File: config.mk
export PLATFORM = sky130hd
export DESIGN_NAME = echo_delay_flat
export DESIGN_NICKNAME = d
export VERILOG_FILES = /design/src/rtl/echo_delay_if.sv /design/src/rtl/echo_delay.sv /design/src/flat_wrapper.sv
export SDC_FILE = /design/constraint.sdc
export NUM_CORES = 2
export LEC_CHECK = 0
export ABC_AREA = 1
export CORE_ASPECT_RATIO = 1.25
export CORE_MARGIN = 2
export CORE_UTILIZATION = 50
export DETAILED_ROUTE_END_ITERATION = 8
export HOLD_SLACK_MARGIN = 0.02
export MAX_ROUTING_LAYER = met4
export PLACE_DENSITY_LB_ADDON = 0.3
export SYNTH_ARGS = -nofsm -noshare
export SYNTH_HDL_FRONTEND = slang
export SYNTH_SLANG_ARGS = --single-unit
File: constraint.sdc
create_clock -name CLK -period 15.4 [get_ports CLK]
set_input_delay 2.31 -clock CLK [delete_from_list [all_inputs] [get_ports CLK]]
set_output_delay 2.31 -clock CLK [all_outputs]
set_load 0.03 [all_outputs]
File: src/rtl/echo_delay_if.sv
// Sample stream between the source, the echo_delay block and the output stage.
// x/x_valid/x_ready carry input samples in; y/y_valid carry mixed samples out.
interface echo_delay_if #(
  parameter int DATA_WIDTH = 32
);
  logic [DATA_WIDTH-1:0] x;
  logic                  x_valid;
  logic                  x_ready;
  logic [DATA_WIDTH-1:0] y;
  logic                  y_valid;

  modport master (output x, x_valid, input x_ready, y, y_valid);
  modport slave  (input x, x_valid, output x_ready, y, y_valid);
endinterface

File: src/rtl/echo_delay.sv
// Feedback echo: circular buffer, run-time tap distance, dry/wet mix and feedback gain.
// Define ECHO_SAT_EN to saturate the sums instead of wrapping them.
module echo_delay #(
  parameter int DATA_WIDTH = 32,
  parameter int SIZE       = 8,
  parameter int ADDR_WIDTH = 3,
  parameter int GAIN_WIDTH = 8
) (
  input  logic                  CLK,
  input  logic                  rst,
  echo_delay_if.slave           s_if,
  input  logic                  en,
  input  logic [ADDR_WIDTH-1:0] delay_len,
  input  logic [GAIN_WIDTH-1:0] mix,
  input  logic [GAIN_WIDTH-1:0] fb_gain
);
  localparam int PW = DATA_WIDTH + GAIN_WIDTH + 1;
  localparam int SW = DATA_WIDTH + 1;
  localparam int FW = ADDR_WIDTH + 1;

  typedef enum logic [1:0] {
    IDLE  = 2'd0,
    READ  = 2'd1,
    MAC   = 2'd2,
    WRITE = 2'd3
  } state_t;

  state_t                        state_q, state_d;
  logic signed [DATA_WIDTH-1:0]  x_q, x_d;
  logic                          en_q, en_d;
  logic [ADDR_WIDTH-1:0]         dly_q, dly_d;
  logic [GAIN_WIDTH-1:0]         mix_q, mix_d;
  logic [GAIN_WIDTH-1:0]         fbg_q, fbg_d;
  logic [ADDR_WIDTH-1:0]         wr_ptr_q, wr_ptr_d;
  logic [FW-1:0]                 fill_q, fill_d;
  logic                          tap_zero_q, tap_zero_d;
  logic signed [DATA_WIDTH-1:0]  wet_q, wet_d;
  logic signed [DATA_WIDTH-1:0]  fbk_q, fbk_d;
  logic signed [DATA_WIDTH-1:0]  y_q, y_d;
  logic                          y_valid_q, y_valid_d;
  logic                          x_ready_q, x_ready_d;

  logic [DATA_WIDTH-1:0]         ram_q [SIZE];
  logic signed [DATA_WIDTH-1:0]  rd_data_q;

  logic                          accept_s;
  logic [ADDR_WIDTH-1:0]         rd_addr_s;
  logic signed [DATA_WIDTH-1:0]  d_s;
  logic signed [PW-1:0]          d_ext_s, mix_ext_s, fbg_ext_s;
  logic signed [PW-1:0]          prod_wet_s, prod_fbk_s;
  logic signed [SW-1:0]          sum_y_s, sum_fb_s;
  logic signed [DATA_WIDTH-1:0]  ram_wdata_s;
  logic                          ram_we_s;

  function automatic logic [DATA_WIDTH-1:0] lim(input logic [SW-1:0] s);
`ifdef ECHO_SAT_EN
    if (s[SW-1] != s[SW-2]) begin
      lim = s[SW-1] ? {1'b1, {(DATA_WIDTH-1){1'b0}}} : {1'b0, {(DATA_WIDTH-1){1'b1}}};
    end else begin
      lim = s[DATA_WIDTH-1:0];
    end
`else
    lim = DATA_WIDTH'(s);
`endif
  endfunction

  // Datapath: tap gating, gain products and the two limited sums.
  always_comb begin
    accept_s   = s_if.x_valid && x_ready_q;
    rd_addr_s  = wr_ptr_q - dly_q;
    d_s        = tap_zero_q ? '0 : rd_data_q;
    d_ext_s    = {{(GAIN_WIDTH+1){d_s[DATA_WIDTH-1]}}, d_s};
    mix_ext_s  = {{(DATA_WIDTH+1){1'b0}}, mix_q};
    fbg_ext_s  = {{(DATA_WIDTH+1){1'b0}}, fbg_q};
    prod_wet_s = d_ext_s * mix_ext_s;
    prod_fbk_s = d_ext_s * fbg_ext_s;
    sum_y_s    = {x_q[DATA_WIDTH-1], x_q} + {wet_q[DATA_WIDTH-1], wet_q};
    sum_fb_s   = {x_q[DATA_WIDTH-1], x_q} + {fbk_q[DATA_WIDTH-1], fbk_q};
    ram_we_s   = (state_q == WRITE);
    if (en_q) begin
      ram_wdata_s = lim(sum_fb_s);
    end else begin
      ram_wdata_s = x_q;
    end
  end

  // Next-state and registered-output logic for the four-phase sample sequence.
  always_comb begin
    state_d    = state_q;
    x_d        = x_q;
    en_d       = en_q;
    dly_d      = dly_q;
    mix_d      = mix_q;
    fbg_d      = fbg_q;
    wr_ptr_d   = wr_ptr_q;
    fill_d     = fill_q;
    tap_zero_d = tap_zero_q;
    wet_d      = wet_q;
    fbk_d      = fbk_q;
    y_d        = y_q;
    y_valid_d  = 1'b0;
    case (state_q)
      IDLE: begin
        if (accept_s) begin
          x_d     = s_if.x;
          en_d    = en;
          dly_d   = delay_len;
          mix_d   = mix;
          fbg_d   = fb_gain;
          state_d = READ;
        end else begin
          state_d = IDLE;
        end
      end
      READ: begin
        // Unwritten slots may hold stale data from before reset; fill hides them.
        tap_zero_d = (dly_q == {ADDR_WIDTH{1'b0}}) || (fill_q < {1'b0, dly_q});
        state_d    = MAC;
      end
      MAC: begin
        wet_d   = DATA_WIDTH'(prod_wet_s >>> GAIN_WIDTH);
        fbk_d   = DATA_WIDTH'(prod_fbk_s >>> GAIN_WIDTH);
        state_d = WRITE;
      end
      WRITE: begin
        if (en_q) begin
          y_d = lim(sum_y_s);
        end else begin
          y_d = x_q;
        end
        y_valid_d = 1'b1;
        wr_ptr_d  = wr_ptr_q + {{(ADDR_WIDTH-1){1'b0}}, 1'b1};
        if (fill_q != FW'(SIZE)) begin
          fill_d = fill_q + {{(FW-1){1'b0}}, 1'b1};
        end else begin
          fill_d = fill_q;
        end
        state_d = IDLE;
      end
      default: begin
        state_d = IDLE;
      end
    endcase
    x_ready_d = (state_d == IDLE);
  end

  // Control and datapath registers; everything returns to idle on reset.
  always_ff @(posedge CLK or negedge rst) begin
    if (!rst) begin
      state_q    <= IDLE;
      x_q        <= '0;
      en_q       <= 1'b0;
      dly_q      <= '0;
      mix_q      <= '0;
      fbg_q      <= '0;
      wr_ptr_q   <= '0;
      fill_q     <= '0;
      tap_zero_q <= 1'b1;
      wet_q      <= '0;
      fbk_q      <= '0;
      y_q        <= '0;
      y_valid_q  <= 1'b0;
      x_ready_q  <= 1'b0;
    end else begin
      state_q    <= state_d;
      x_q        <= x_d;
      en_q       <= en_d;
      dly_q      <= dly_d;
      mix_q      <= mix_d;
      fbg_q      <= fbg_d;
      wr_ptr_q   <= wr_ptr_d;
      fill_q     <= fill_d;
      tap_zero_q <= tap_zero_d;
      wet_q      <= wet_d;
      fbk_q      <= fbk_d;
      y_q        <= y_d;
      y_valid_q  <= y_valid_d;
      x_ready_q  <= x_ready_d;
    end
  end

  // Sample buffer with registered read; contents deliberately survive reset.
  always_ff @(posedge CLK) begin
    if (ram_we_s) begin
      ram_q[wr_ptr_q] <= ram_wdata_s;
    end
    if (state_q == READ) begin
      rd_data_q <= ram_q[rd_addr_s];
    end
  end

  assign s_if.x_ready = x_ready_q;
  assign s_if.y       = y_q;
  assign s_if.y_valid = y_valid_q;
endmodule

File: src/flat_wrapper.sv
// flat-port wrapper written by rule: the top's interface ports become plain ports
module echo_delay_flat 
#(
  parameter int DATA_WIDTH = 32,
  parameter int SIZE       = 8,
  parameter int ADDR_WIDTH = 3,
  parameter int GAIN_WIDTH = 8
)
  (CLK, rst, en, delay_len, mix, fb_gain, s_if_x, s_if_x_valid, s_if_x_ready, s_if_y, s_if_y_valid);
  echo_delay_if #(.DATA_WIDTH(DATA_WIDTH)) s_if_i ();
  input  logic CLK;
  input  logic rst;
  input  logic en;
  input  logic [ADDR_WIDTH-1:0] delay_len;
  input  logic [GAIN_WIDTH-1:0] mix;
  input  logic [GAIN_WIDTH-1:0] fb_gain;
  input wire logic [$bits(s_if_i.x)-1:0] s_if_x;
  input wire logic [$bits(s_if_i.x_valid)-1:0] s_if_x_valid;
  output wire logic [$bits(s_if_i.x_ready)-1:0] s_if_x_ready;
  output wire logic [$bits(s_if_i.y)-1:0] s_if_y;
  output wire logic [$bits(s_if_i.y_valid)-1:0] s_if_y_valid;
  assign s_if_i.x = s_if_x;
  assign s_if_i.x_valid = s_if_x_valid;
  assign s_if_x_ready = s_if_i.x_ready;
  assign s_if_y = s_if_i.y;
  assign s_if_y_valid = s_if_i.y_valid;
  echo_delay #(.DATA_WIDTH(DATA_WIDTH), .SIZE(SIZE), .ADDR_WIDTH(ADDR_WIDTH), .GAIN_WIDTH(GAIN_WIDTH)) u_core (.CLK(CLK), .rst(rst), .s_if(s_if_i), .en(en), .delay_len(delay_len), .mix(mix), .fb_gain(fb_gain));
endmodule
[After elaboration in Yosys (flattened, before gate mapping)]
Memories as Yosys holds them, arrays and structs flattened. A register that Yosys moved wholly into a read port is not among the register bits.
Cells that the tools add are included.
Word-level totals
  word-level logic and storage cells: 41
  memories kept: 1
  bits of input ports: 55
  bits in latches: 0
  ROM bits: 0
  register bits after elaboration: 160
  output and inout bits: 34
  RAM bits: 256
Cells by class
  divide/modulo/power cells: 0
  muxes and demuxes: 7
  shifts and indexed selects: 0
  $mul: 2
  order comparisons: 1
  reduce and logical (&&, ||, !) cells: 7
  add/sub/neg operators: 5
  equality and inequality tests: 4
  bitwise logic cells: 0
Memories
  u_core.ram_q: depth 8, bits a word 32, rd ports 1, clocked after memory_dff 1, write ports 1, RTL line echo_delay.sv:43  | logic [DATA_WIDTH-1:0] ram_q [SIZE];
Operator list (count)
  $mux W32: 3
  $mul A32 B9 Y40: 2
  $add A32 B32 Y32: 2
  $pmux W2 S4: 1
  $add A4 B1 Y4 const B: 1
  $eq A2 B2 Y1 const B: 2
  $logic_not A2 Y1: 2
  $lt A4 B3 Y1: 1
  $ne A4 B4 Y1 const B: 1
  $reduce_and A2 Y1: 2
  $add A3 B1 Y3 const B: 1
  $logic_not A3 Y1: 1
  $mux W1: 3
  $sub A3 B3 Y3: 1
  $eq A2 B1 Y1 const B: 1
  $logic_and A1 B1 Y1: 1
  $logic_or A1 B1 Y1: 1

[Depth between registers and ports, before layout]
  depth after elaboration: 4
  mapped depth: 29
  mapped depth without buffers: 27

[Worst setup path after synthesis]
OpenSTA, ideal clock, no wires.
  path type: flip-flop to flip-flop
  from: register u_core.tap_zero_q
  to: register u_core.fbk_q[23]
  cell stages (with the launch flop): 25
  required time: 15283 ps
  buffers on the path: 2
  setup time: 117 ps
  clock period less this slack: 4930 ps
  path slack: 10470 ps
  data arrival time: 4812 ps
  cells stage by stage: dfstp_2 -> inv_2 -> clkbuf_1 -> nand2_1 -> inv_1 -> clkbuf_1 -> nand2_1 -> fa_1 -> inv_1 -> fa_1 -> fa_1 -> inv_1 -> fa_1 -> inv_1 -> ha_1 -> a21oi_1 -> o21a_1 -> nor2_1 -> nor2_1 -> nand2_2 -> nand3_1 -> nand2_1 -> or2_1 -> nand3_1 -> nand2_1
Between the ends
  longest elaborated chain between the ends: 2
RTL lines
  start, declared: RTL line echo_delay.sv:36  | logic tap_zero_q, tap_zero_d;
  start signal, assigned: RTL line echo_delay.sv:173  | tap_zero_q <= tap_zero_d;
  $mux W32: RTL line echo_delay.sv:71  | d_s = tap_zero_q ? '0 : rd_data_q;
  $mul A32 B9 Y40: RTL line echo_delay.sv:76  | prod_fbk_s = d_ext_s * fbg_ext_s;
  end signal, assigned: RTL line echo_delay.sv:175  | fbk_q <= fbk_d;
  end, declared: RTL line echo_delay.sv:38  | logic signed [DATA_WIDTH-1:0] fbk_q, fbk_d;
No other way between the ends.
A chain may end at the register's enable or synchronous reset.

[Worst setup path after layout]
  from: register u_core.tap_zero_q
  to: register u_core.fbk_q[24]
Same word-level chain as after synthesis.

==> results.json <==
{
  "rows": 114,
  "crit_top_cell": "nand2_1",
  "drive_gt1_frac": 0.0469,
  "synth.cell_area_mm2": 0.0388,
  "relSlewSlack": 0.173,
  "path_clk_slew_ns": 0.07,
  "finalMaxSlewViolations": 0,
  "dp_slack_ns": 9.25,
  "path_delay_family": "adder cells",
  "rsz0062_at_grt": "no",
  "crit_chain": "inv_2 -> nand2_1 -> inv_1 -> nand2_1 -> fa_1 -> inv_1 -> fa_1 -> fa_1 -> inv_1 -> fa_1 -> inv_1 -> ha_1 -> nand2_1 -> o21ai_0 -> a21oi_1 -> o21ai_0 -> nor2_1 -> nand2_1 -> nand2_1 -> nand3_1 -> nand2_1",
  "die_h_um": 315,
  "grt_first_pass_wirelength_um": 185000,
  "nets": 5246,
  "synth-async-reset-ratio": 0.357,
  "grtUsageTotal": 0.319,
  "end_kind": "register",
  "skew_ns": 0.0367,
  "postSynthAreaPerCell_um2": 8.54,
  "synth_edf_count": 288,
  "seq_area_mm2": 0.0127,
  "synthesis.yosys.warnings": 0,
  "io_buffers": 88,
  "viasPerCell": 5.58,
  "cts_sinks": 448,
  "synth_area_leaders": "edfxtp_1, fa_1, dfrtp_1",
  "cts_buffers": 43,
  "worstHoldPathType": "reg2reg",
  "chipWidth_um": 253,
  "synthDistinctLibCells": 53,
  "coreArea_mm2": 0.0770,
  "antenna_found_initial": 3,
  "slowest_stage": "nand2_1",
  "avgRoutedWirePerCell_um": 21.4,
  "io_pins": 89,
  "via_count": 31200,
  "worst_slew_pin_slew_ns": 1.24,
  "multi_input_area_mm2": 0.0225,
  "fin_ws_ns": 9.10,
  "postCtsSetupRepairBufs": 0,
  "initial_utilization": 0.504,
  "critPathLaunchType": "register",
  "path_max_fanout": 32,
  "clockRootBuffer": "clkbuf_16",
  "cts_hold_buf": 0,
  "final_util": 0.550,
  "cp.required_ns": 15.90,
  "first_global_vias": 32100,
  "firstDrtPassIters": 6,
  "cts_max_level": 2,
  "crit_type": "reg2reg",
  "totalWireLength_um": 120000,
  "overflow": 0,
  "synth_seq_area_share": 0.326,
  "tns_ns": 0,
  "critPathArrivalTime_ns": 6.80,
  "place_area_mm2": 0.0408,
  "drcViolationCount": 0,
  "synthToLayoutAreaGrowth_pct": 9.15,
  "final.fill_count": 7058,
  "syn_inst": 4542,
  "routabilityCongestion": 1.05,
  "fmax_ghz": 0.159,
  "finalHoldViolations": 0,
  "synth-seq-cells": 448,
  "design_area_mm2": 0.0423,
  "cts_tree": "built",
  "synth_ff_type": "edfxtp_1",
  "dieArea_mm2": 0.0798,
  "hpwlAfterDp_um": 93000,
  "worstPathBufferInverterCount": 5,
  "synth_top_cell_area_share": 0.223,
  "syn_nets": 5213,
  "cts_buffer_depth": 3,
  "cts_resized": 0,
  "synth_top_area_cell": "edfxtp_1",
  "status": "completed",
  "finalCriticalPeriod_ns": 6.30,
  "final.period_utilization": 0.409,
  "report.final.setup_viol": 0,
  "cp_slowest_stage_delay_ns": 0.68,
  "grt_max_degree": 101,
  "cap_violations": 0,
  "ant_nets": 0,
  "insertion_delay_ns": 0.62,
  "drt_iter0_markers": 2466
}
==> worst paths after layout <==
check                                  start                end  slack (ns)  depth (start not counted)
max                        u_core.tap_zero_q   u_core.fbk_q[24]        9.10                         21
min                        u_core.tap_zero_q  u_core.tap_zero_q        0.51                          2
max reg2reg                u_core.tap_zero_q   u_core.fbk_q[24]        9.10                         21
min reg2reg                u_core.tap_zero_q  u_core.tap_zero_q        0.51                          2
max in group asynchronous                rst    u_core.fbg_q[4]       11.85                          3
min in group asynchronous                rst    u_core.mix_q[1]        1.66                          1
==> worst min-delay path: cells and delay by family (launching register included) <==
| family | cells | cell delay [ns] |
|---|---|---|
| AOI/OAI and AO/OA | 1 | 0.04 |
| and+or+nand+nor | 1 | 0.09 |
| DFF | 1 | 0.37 |
==> metrics by stage <==
stage	hold slack, ns	cells
after floorplan	0.455	4542
after global placement	0.469	5516
after detailed placement	0.487	5516
after CTS	0.507	5592
after global routing	0.514	5593
final	0.508	5594
==> cell usage in the layout (no fill, tap or decap), drive strengths merged, types with 4 or more instances in the layout <==
cell	instances
fa	393
mux2	31
nor3	29
o21a	16
a21o	8
clkinv	18
o21bai	14
clkdlybuf4s50	87
bufinv	7
a31oi	55
xor2	14
xnor2	46
edfxtp	288
buf	52
o211ai	34
a21oi	301
dfrtp	159
mux2i	32
nor4	11
nand3b	4
a21boi	9
nand4	21
nor2	506
or2	16
nand3	137
ha	223
inv	829
nand2	937
o21ai	259
clkbuf	54
==> cells in the mapped netlist, drive strengths merged (9+ instances only) <==
cell type and instances:
o211ai 34, edfxtp 288, o21bai 14, o21a 16, dfrtp 159, mux2i 32
fa 393, a21boi 9, a31oi 55, nor2 506, nand4 21, buf 29
nor3 29, xnor2 46, o21ai 259, nor4 11, inv 824, nand3 137
clkbuf 122, mux2 31, clkinv 10, nand2 937, a21oi 301, xor2 14
ha 223, or2 16
==> routing by layer <==
metal | share of wire | up-vias | track usage
met5 | 0 | - | -
met4 | 0.065 | 0 | 0.173
met3 | 0.059 | 323 | 0.0333
met2 | 0.48 | 1113 | 0.524
met1 | 0.39 | 15300 | 0.390
li1 | - | 14500 | -
==> flip-flops by register name, summed over array words and instances (netlist names), 2 cells and up <==
signal,flops
u_core.ram_q,256
u_core.fbk_q,32
u_core.rd_data_q,32
u_core.s_if.y,32
u_core.wet_q,32
u_core.x_q,32
u_core.fbg_q,8
u_core.mix_q,8
u_core.fill_q,4
u_core.dly_q,3
u_core.wr_ptr_q,3
u_core.state_q,2
==> final cells by class <==
type	count	share of cell area
timing repair buffer	139	0.0299
sequential	448	0.299
inverter	834	0.0739
clock buffer	54	0.0274
multi-input combinational	3109	0.532
tap	986	0.0291
clock inverter	22	0.00866
antenna	2	0.000118
==> logic make-up after synthesis <==
logic type,synth area share
buf+inv,0.0959
fa+ha+maj,0.275
mux,0.0173
xor+xnor,0.0139
compound gates,0.0995
flops,0.326
simple gates,0.172
Power is not shown: default switching activity piles up to over one toggle a cycle in this logic, so the estimate is an artifact.
